==> src/rtl/dendy_dma_pkg.sv <==
// Shared types and default widths for the Dendy CPU-side DMA engine.
package dendy_dma_pkg;

  localparam int CHANNELS_DEF = 2;
  localparam int ADDR_W_DEF   = 16;
  localparam int LEN_W_DEF    = 9;

  typedef enum logic [2:0] {
    S_IDLE,
    S_WAIT,
    S_ALIGN,
    S_READ,
    S_WRITE,
    S_DONE
  } state_e;

endpackage

==> src/rtl/dma_arbiter.sv <==
// Pending mask, start gating and lowest-index channel select with frozen grant.
module dma_arbiter
  import dendy_dma_pkg::*;
#(
  parameter  int CHANNELS = CHANNELS_DEF,
  localparam int IDX_W    = (CHANNELS > 1) ? $clog2(CHANNELS) : 1
) (
  input  logic                clock,
  input  logic                reset,
  input  logic                ce,
  input  logic [CHANNELS-1:0] start_i,
  input  logic                clr_i,
  input  logic                load_i,
  output logic [CHANNELS-1:0] busy_o,
  output logic                any_o,
  output logic [IDX_W-1:0]    nxt_o,
  output logic [CHANNELS-1:0] gnt_oh_o
);

  logic [CHANNELS-1:0] pend_q, pend_d, mask;
  logic [IDX_W-1:0]    gnt_q;

  always_comb begin
    gnt_oh_o = '0;
    for (int i = 0; i < CHANNELS; i++)
      if (gnt_q == IDX_W'(i)) gnt_oh_o[i] = 1'b1;
  end

  // In DONE the finishing channel is masked so chaining sees only the rest.
  always_comb begin
    mask  = pend_q & ~(clr_i ? gnt_oh_o : '0);
    any_o = |mask;
    nxt_o = '0;
    for (int i = CHANNELS - 1; i >= 0; i--)
      if (mask[i]) nxt_o = IDX_W'(i);
  end

  always_comb begin
    pend_d = pend_q;
    if (clr_i) pend_d = pend_d & ~gnt_oh_o;
    pend_d = pend_d | (start_i & ~pend_q);
  end

  always_ff @(posedge clock) begin
    if (reset) begin
      pend_q <= '0;
      gnt_q  <= '0;
    end else if (ce) begin
      pend_q <= pend_d;
      if (load_i) gnt_q <= nxt_o;
    end
  end

  assign busy_o = pend_q;

endmodule

==> src/rtl/dma_ctrl.sv <==
// Multi-channel bus-master DMA: halts the CPU at opcode fetch and block-copies.
// Optional DMA_ODD_ALIGN_EN adds an ALIGN cycle so the first READ is on parity 0.
module dma_ctrl
  import dendy_dma_pkg::*;
#(
  parameter  int CHANNELS = CHANNELS_DEF,
  parameter  int ADDR_W   = ADDR_W_DEF,
  parameter  int LEN_W    = LEN_W_DEF,
  localparam int IDX_W    = (CHANNELS > 1) ? $clog2(CHANNELS) : 1
) (
  input  logic                       clock,
  input  logic                       reset,
  input  logic                       ce,
  input  logic                       m0,
  input  logic [CHANNELS-1:0]        start,
  input  logic [CHANNELS*ADDR_W-1:0] src,
  input  logic [CHANNELS*ADDR_W-1:0] dst,
  input  logic [CHANNELS*LEN_W-1:0]  len,
  input  logic [CHANNELS-1:0]        dst_inc,
  input  logic [7:0]                 I,
  output logic [ADDR_W-1:0]          A,
  output logic [7:0]                 D,
  output logic                       R,
  output logic                       W,
  output logic                       halt,
  output logic [CHANNELS-1:0]        busy,
  output logic [CHANNELS-1:0]        done
);

  state_e              state_q, state_d;
  logic [ADDR_W-1:0]   src_cfg_q [CHANNELS];
  logic [ADDR_W-1:0]   dst_cfg_q [CHANNELS];
  logic [LEN_W-1:0]    len_cfg_q [CHANNELS];
  logic [CHANNELS-1:0] inc_cfg_q;
  logic [ADDR_W-1:0]   sp_q, dp_q;
  logic [LEN_W-1:0]    cnt_q;
  logic                inc_q;
  logic [7:0]          d_q;
  logic                load, clr, any, align_ok;
  logic [IDX_W-1:0]    nxt;
  logic [CHANNELS-1:0] gnt_oh;

  dma_arbiter #(.CHANNELS(CHANNELS)) u_arb (
    .clock    (clock),
    .reset    (reset),
    .ce       (ce),
    .start_i  (start),
    .clr_i    (clr),
    .load_i   (load),
    .busy_o   (busy),
    .any_o    (any),
    .nxt_o    (nxt),
    .gnt_oh_o (gnt_oh)
  );

`ifdef DMA_ODD_ALIGN_EN
  logic par_q;

  always_ff @(posedge clock) begin
    if (reset)   par_q <= 1'b0;
    else if (ce) par_q <= ~par_q;
  end

  // Leave ALIGN only from an odd cycle so READ falls on parity 0.
  assign align_ok = par_q;
`else
  assign align_ok = 1'b1;
`endif

  assign clr = (state_q == S_DONE);

  always_comb begin
    state_d = state_q;
    load    = 1'b0;
    unique case (state_q)
      S_IDLE:  if (any) state_d = S_WAIT;
      S_WAIT: begin
        if (m0) begin
          state_d = S_ALIGN;
          load    = 1'b1;
        end
      end
      S_ALIGN: begin
        if (align_ok)
          state_d = (cnt_q == '0) ? S_DONE : S_READ;
      end
      S_READ:  state_d = S_WRITE;
      S_WRITE: state_d = (cnt_q == LEN_W'(1)) ? S_DONE : S_READ;
      S_DONE: begin
        if (any) begin
          state_d = S_ALIGN;
          load    = 1'b1;
        end else begin
          state_d = S_IDLE;
        end
      end
      default: state_d = S_IDLE;
    endcase
  end

  always_comb begin
    A    = '0;
    R    = 1'b0;
    W    = 1'b0;
    halt = 1'b0;
    done = '0;
    unique case (state_q)
      S_ALIGN: halt = 1'b1;
      S_READ: begin
        halt = 1'b1;
        A    = sp_q;
        R    = 1'b1;
      end
      S_WRITE: begin
        halt = 1'b1;
        A    = dp_q;
        W    = 1'b1;
      end
      S_DONE: begin
        halt = 1'b1;
        done = gnt_oh;
      end
      default: ;
    endcase
  end

  assign D = d_q;

  always_ff @(posedge clock) begin
    if (reset) begin
      for (int i = 0; i < CHANNELS; i++) begin
        src_cfg_q[i] <= '0;
        dst_cfg_q[i] <= '0;
        len_cfg_q[i] <= '0;
      end
      inc_cfg_q <= '0;
    end else if (ce) begin
      for (int i = 0; i < CHANNELS; i++) begin
        if (start[i] && !busy[i]) begin
          src_cfg_q[i] <= src[i*ADDR_W +: ADDR_W];
          dst_cfg_q[i] <= dst[i*ADDR_W +: ADDR_W];
          len_cfg_q[i] <= len[i*LEN_W +: LEN_W];
          inc_cfg_q[i] <= dst_inc[i];
        end
      end
    end
  end

  always_ff @(posedge clock) begin
    if (reset) begin
      state_q <= S_IDLE;
      sp_q    <= '0;
      dp_q    <= '0;
      cnt_q   <= '0;
      inc_q   <= 1'b0;
      d_q     <= '0;
    end else if (ce) begin
      state_q <= state_d;
      if (load) begin
        sp_q  <= src_cfg_q[nxt];
        dp_q  <= dst_cfg_q[nxt];
        cnt_q <= len_cfg_q[nxt];
        inc_q <= inc_cfg_q[nxt];
      end else if (state_q == S_WRITE) begin
        sp_q  <= sp_q + ADDR_W'(1);
        if (inc_q) dp_q <= dp_q + ADDR_W'(1);
        cnt_q <= cnt_q - LEN_W'(1);
      end
      if (state_q == S_READ) d_q <= I;
    end
  end

endmodule

==> config.mk <==
export PLATFORM = sky130hd
export DESIGN_NAME = dma_ctrl
export DESIGN_NICKNAME = d
export VERILOG_FILES = /design/src/rtl/dendy_dma_pkg.sv /design/src/rtl/dma_arbiter.sv /design/src/rtl/dma_ctrl.sv
export SDC_FILE = /design/constraint.sdc
export NUM_CORES = 1
export LEC_CHECK = 0
export ABC_AREA = 0
export ABC_CLOCK_PERIOD_IN_PS = 2700
export CORE_UTILIZATION = 35
export CTS_CLUSTER_DIAMETER = 150
export DETAILED_ROUTE_END_ITERATION = 10
export PLACE_DENSITY = 0.66
export RECOVER_POWER = 100
export SYNTH_ARGS = -nofsm -noshare
export SYNTH_HDL_FRONTEND = slang
export SYNTH_SLANG_ARGS = --single-unit
==> constraint.sdc <==
create_clock -name clock -period 2.7 [get_ports clock]
set_input_delay 0.54 -clock clock [delete_from_list [all_inputs] [get_ports clock]]
set_output_delay 0.54 -clock clock [all_outputs]
set_load 0.03 [all_outputs]
### Word-level counts from Yosys, hierarchy flattened

Memories as Yosys holds them, arrays and structs flattened.
Cells that the tools add are included.

| storage, ports and cells | value |
|---|---|
| bits in registers | 58 |
| bits in latches | 0 |
| memory bits (writable) | 82 |
| memory bits (read-only) | 0 |
| bits of input ports | 98 |
| output and inout port bits | 31 |
| word-level logic and storage cells | 99 |
| memories | 3 |

Memory list:

| name | words | width | rd ports | clocked after Yosys merged registers in | wr ports | line | RTL |
|---|---|---|---|---|---|---|---|
| dst_cfg_q | 2 | 16 | 1 | 0 | 2 | dma_ctrl.sv:32 | `logic [ADDR_W-1:0] dst_cfg_q [CHANNELS];` |
| src_cfg_q | 2 | 16 | 1 | 0 | 2 | dma_ctrl.sv:31 | `logic [ADDR_W-1:0] src_cfg_q [CHANNELS];` |
| len_cfg_q | 2 | 9 | 1 | 0 | 2 | dma_ctrl.sv:33 | `logic [LEN_W-1:0] len_cfg_q [CHANNELS];` |

| operators by class | value |
|---|---|
| $add $sub $neg | 3 |
| multipliers | 0 |
| divide/modulo/power cells | 0 |
| $lt $le $gt $ge | 1 |
| equal/unequal tests | 8 |
| shift-type cells | 0 |
| multiplexer cells | 44 |
| bitwise operators | 13 |
| reduce and logical (&&, ||, !) cells | 17 |

Operator list:

| cell | number |
|---|---|
| 16-bit two-way mux | 9 |
| 9-bit two-way mux | 4 |
| 16-bit by 1-bit adder with 16-bit output (second input constant) | 2 |
| 16-bit one-hot mux with 2 select lines | 1 |
| 1-bit two-way mux | 21 |
| 3-bit one-hot mux with 6 select lines | 1 |
| 3-bit two-way mux | 4 |
| 2-bit AND reduction | 5 |
| 9-bit by 1-bit equality test with 1-bit output (second input constant) | 1 |
| 9-bit logical NOT | 1 |
| 9-bit by 1-bit subtractor with 9-bit output (second input constant) | 1 |
| 2-bit bitwise AND | 3 |
| 3-bit by 2-bit equality test with 1-bit output (second input constant) | 2 |
| 3-bit equality test (second input constant) | 2 |
| 2-bit two-way mux | 3 |
| 2-bit inverter | 3 |
| 1-bit OR | 6 |
| 3-bit AND reduction | 2 |
| 2-bit inequality test (second input constant) | 2 |
| 2-bit nonzero test | 2 |
| 4-bit OR reduction | 1 |
| 3-bit by 1-bit equality test with 1-bit output (second input constant) | 1 |
| 3-bit logical NOT | 1 |
| 1-bit logical AND | 2 |
| 5 further kinds | 6 |

### Logic depth before layout (Yosys ltp)

| logic depth | value |
|---|---|
| depth after elaboration | 9 |
| gate-level depth with buffers | 8 |

### By module

From an unflattened synthesis, not the netlist that was laid out.

| unflattened totals | value |
|---|---|
| cells, all modules | 707 |
| area total of the unflattened synthesis | 7000.5 um2 |

By module, submodules not included:

| module | times used | cells each | area each (um2) | seq. area each (um2) |
|---|---|---|---|---|
| dma_ctrl | 1 | 684 | 6825.3 | 3563.4 |
| dma_arbiter | 1 | 23 | 175.2 | 60.1 |

### Worst setup path before layout

No wires, ideal clock.

| timing path | value |
|---|---|
| path kind | register to output |
| start point | register state_q[2] |
| end point | output A[11] |
| arrival | 1968 ps |
| required time | 2160 ps |
| setup slack | 192 ps |
| cell stages (with the launch flop) | 7 |
| path buffers | 2 |
| path through | dfxtp_1 -> buf_2 -> nand2b_1 -> nor2_1 -> clkbuf_1 -> nand2_1 -> o21ai_0 |

| between the ends | value |
|---|---|
| cells in the longest elaborated chain, start to end | 2 |
| elaborated cells on any way between the ends | 3 |

Ends and longest elaborated chain:

| item | line | RTL |
|---|---|---|
| from (decl) | dma_ctrl.sv:30 | `state_e state_q, state_d;` |
| from (signal assigned) | dma_ctrl.sv:158 | `state_q <= state_d;` |
| 3-bit equality test / 3-bit by 2-bit equality test with 1-bit output (equally long branches) | dma_ctrl.sv:107 | `unique case (state_q)` |
| 16-bit one-hot mux with 2 select lines (*) | dma_ctrl.sv:107 |  |
| to (decl) | dma_ctrl.sv:21 | `output logic [ADDR_W-1:0] A,` |

Every way passes the cells marked *; elsewhere a longest branch is shown, timed or not.

### Worst setup path after layout

Ends and elaborated chain as after synthesis.

==> impl_metrics.json <==
{
  "ios": 129,
  "hold_viol": 0,
  "power_mw": 5.17,
  "syn_nets": 774,
  "place.port_buffers": 128,
  "via_count": 5687,
  "wl_per_cell_microns": 16.9,
  "grt_pass1_wl_microns": 28900,
  "crit_type": "flip-flop to primary output",
  "fin_area_sq_um": 9120,
  "ant_nets": 0,
  "stdcell_count": 1082,
  "cp.arrival_ns": 2.10,
  "min_path_type": "flip-flop to flip-flop",
  "setup_viol": 0,
  "path_max_fanout": 9,
  "dp_cells": 1050,
  "antenna_found_initial": 0,
  "hold_start": "D[5]$_SDFFE_PP0P_",
  "setup_tns_ns": 0,
  "crit_chain": "or3b_1 -> clkbuf_4 -> o21ai_0 -> buf_12",
  "cts_tree": "built",
  "max_freq_mhz": 379,
  "slowest_delay_ns": 0.48,
  "yosys-top-cells-area": "edfxtp_1 35%, dfxtp_1 17%, and2_1 7.4%",
  "endpoint_kind": "primary output",
  "ir_drop_mv": 0.425,
  "synth_edf_count": 82,
  "cts_buffers": 17,
  "die_area_sq_um": 20400,
  "seqCellArea_sq_um": 3630,
  "synth_ff_type": "edfxtp_1",
  "postCtsSetupRepairBufs": 0,
  "rows": 51,
  "cts_buffer_depth": 2,
  "grt_max_degree": 83,
  "synthArstFlopShare_pct": 0,
  "tightest_slew_ns": 0.877,
  "synth_top_area_cell": "edfxtp_1",
  "syn_avg_cell_area_sq_um": 10.3,
  "final.period_utilization_pct": 97.6,
  "nFillCells": 1836,
  "finish.utilization_pct": 46.9,
  "cts_resized": 4,
  "initial_core_util_pct": 35.7,
  "grt-ovfl-total": 0,
  "post_dp_cell_area_sq_um": 8780,
  "yosysTopAreaCellShare_pct": 35.4,
  "required_ns": 2.16,
  "cts_hold_buffers": 0,
  "die_h_microns": 143,
  "syn_to_final_growth_pct": 31.2,
  "power_leakage_nw": 3.39,
  "layout.cells.most_common_list": "95 x clkdlybuf4s50_1, 82 x edfxtp_1, 70 x nand2_1",
  "ys_ff_latch": 140,
  "startpoint_type": "flip-flop",
  "diodes": 0,
  "yosys_warnings": 0,
  "powerDensity_nw_per_um2": 567,
  "clk_latency_ns": 0.43,
  "grt_use_total_pct": 18.8,
  "slew_headroom_pct": 41.5,
  "gp_routability_congestion": 0.892,
  "multi_input_area_sq_um": 3040,
  "yosysSeqAreaShare_pct": 52.1,
  "cts_max_level": 4,
  "clk_pin_slew_ns": 0.06,
  "dp_hpwl_microns": 12700,
  "synth_cells": 672,
  "vias_per_cell": 5.26,
  "rsz0062_at_grt": "no",
  "cap_viol_max_count": 0,
  "period_minus_slack_ns": 2.64,
  "slew_viol_final": 0,
  "grt_pass1_vias": 5318,
  "r2r_start": "state_q[1]$_SDFFE_PP0P_",
  "final_common_cell": "clkdlybuf4s50_1",
  "cp_slowest_cell": "or3b_1",
  "cts-root-buf": "clkbuf_16",
  "syn_area_sq_um": 6950,
  "ys_types": 68,
  "drive_gt1_share_pct": 11.8,
  "clock_sinks": 140,
  "coreArea_sq_um": 19500,
  "first_iter_violations": 528,
  "status": "finished, final reports clean",
  "skew_ns": 0.00591,
  "crit_start": "state_q[2]$_SDFFE_PP0P_",
  "routed_wl_microns": 18300,
  "nets": 906,
  "drc": 0,
  "dr.pass1.iters": 6,
  "die_w_microns": 143
}
## registers in the layout, indices dropped and copies added (netlist names)
name          flops
inc_cfg_q         2
sp_q             16
D                 8
len_cfg_q        18
u_arb.busy_o      2
src_cfg_q        32
dp_q             16
cnt_q             9
u_arb.gnt_q       1
state_q           3
inc_q             1
dst_cfg_q        32
## layer usage
metal	GRT usage (%)	vias up	wire length, microns
met5	0	-	0
met2	30.3	220	8600
met3	4.33	29	1140
met4	7.41	0	346
met1	24.4	2689	8200
li1	-	2749	-
## worst max-delay path, delay by kind of cell, from the launching register on
kind / cells / cell delay (ns)
AO/OA/AOI/OAI: 1 / 0.36
flip-flops: 1 / 0.40
AND/OR/NAND/NOR: 1 / 0.48
buffers and inverters: 2 / 0.42
## metrics by stage
| step | hold WS (ns) | setup WS (ns) |
|---|---|---|
| 2_1_floorplan | 0.462 | 0.192 |
| 3_3_place_gp | 0.442 | 0.331 |
| 3_5_place_dp | 0.448 | 0.285 |
| 4_1_cts | 0.457 | 0.0739 |
| 5_1_grt | 0.474 | 0.0173 |
| 6_report | 0.450 | 0.0641 |
## cell usage after synthesis, types with 6 or more instances
cell      number
nand3_1       21
o21ai_0       14
a41oi_1        6
mux2_2        20
nor3_1        12
a31oi_1       15
and2_1        82
buf_2         12
a22o_1        13
o32ai_1        8
edfxtp_1      82
nor2_1        38
nand4_1       10
mux2i_1       29
o22ai_1        6
nand2_1       70
inv_1         16
a21oi_1       38
dfxtp_1       58
clkbuf_1      23
## cell families after synthesis
kind of cell,count (synthesis),share of synthesized area (%)
muxes,49,7.41
and+or+nand+nor,273,20.9
AOI/OAI and AO/OA,145,14.7
buffers and inverters,60,3.99
xor gates and xnor gates,1,0.126
DFF,140,52.1
adders and majority gates,4,0.720
## power by group
part	internal, mW	switching, mW
clock network	1.30	0.906
logic	0.267	0.255
registers	2.38	0.0536
## path summary, 6_finish.rpt
kind                                              to  slack, ns  cells after the start
worst max-delay path                           A[11]       0.06                      4
worst min-delay path               D[5]$_SDFFE_PP0P_       0.45                      2
worst max register to register  dp_q[0]$_SDFFE_PP0P_       0.39                      7
worst min register to register     D[5]$_SDFFE_PP0P_       0.45                      2
## layout make-up
type / instances / share of cell area, %
tap: 265 / 3.64
clock buffer: 20 / 5.01
clock inverter: 12 / 1.07
multi-input combinational: 472 / 33.3
sequential: 140 / 39.8
inverter: 17 / 0.727
timing repair buffer: 156 / 16.5
Note: power is estimated with default switching activity, not from simulation.
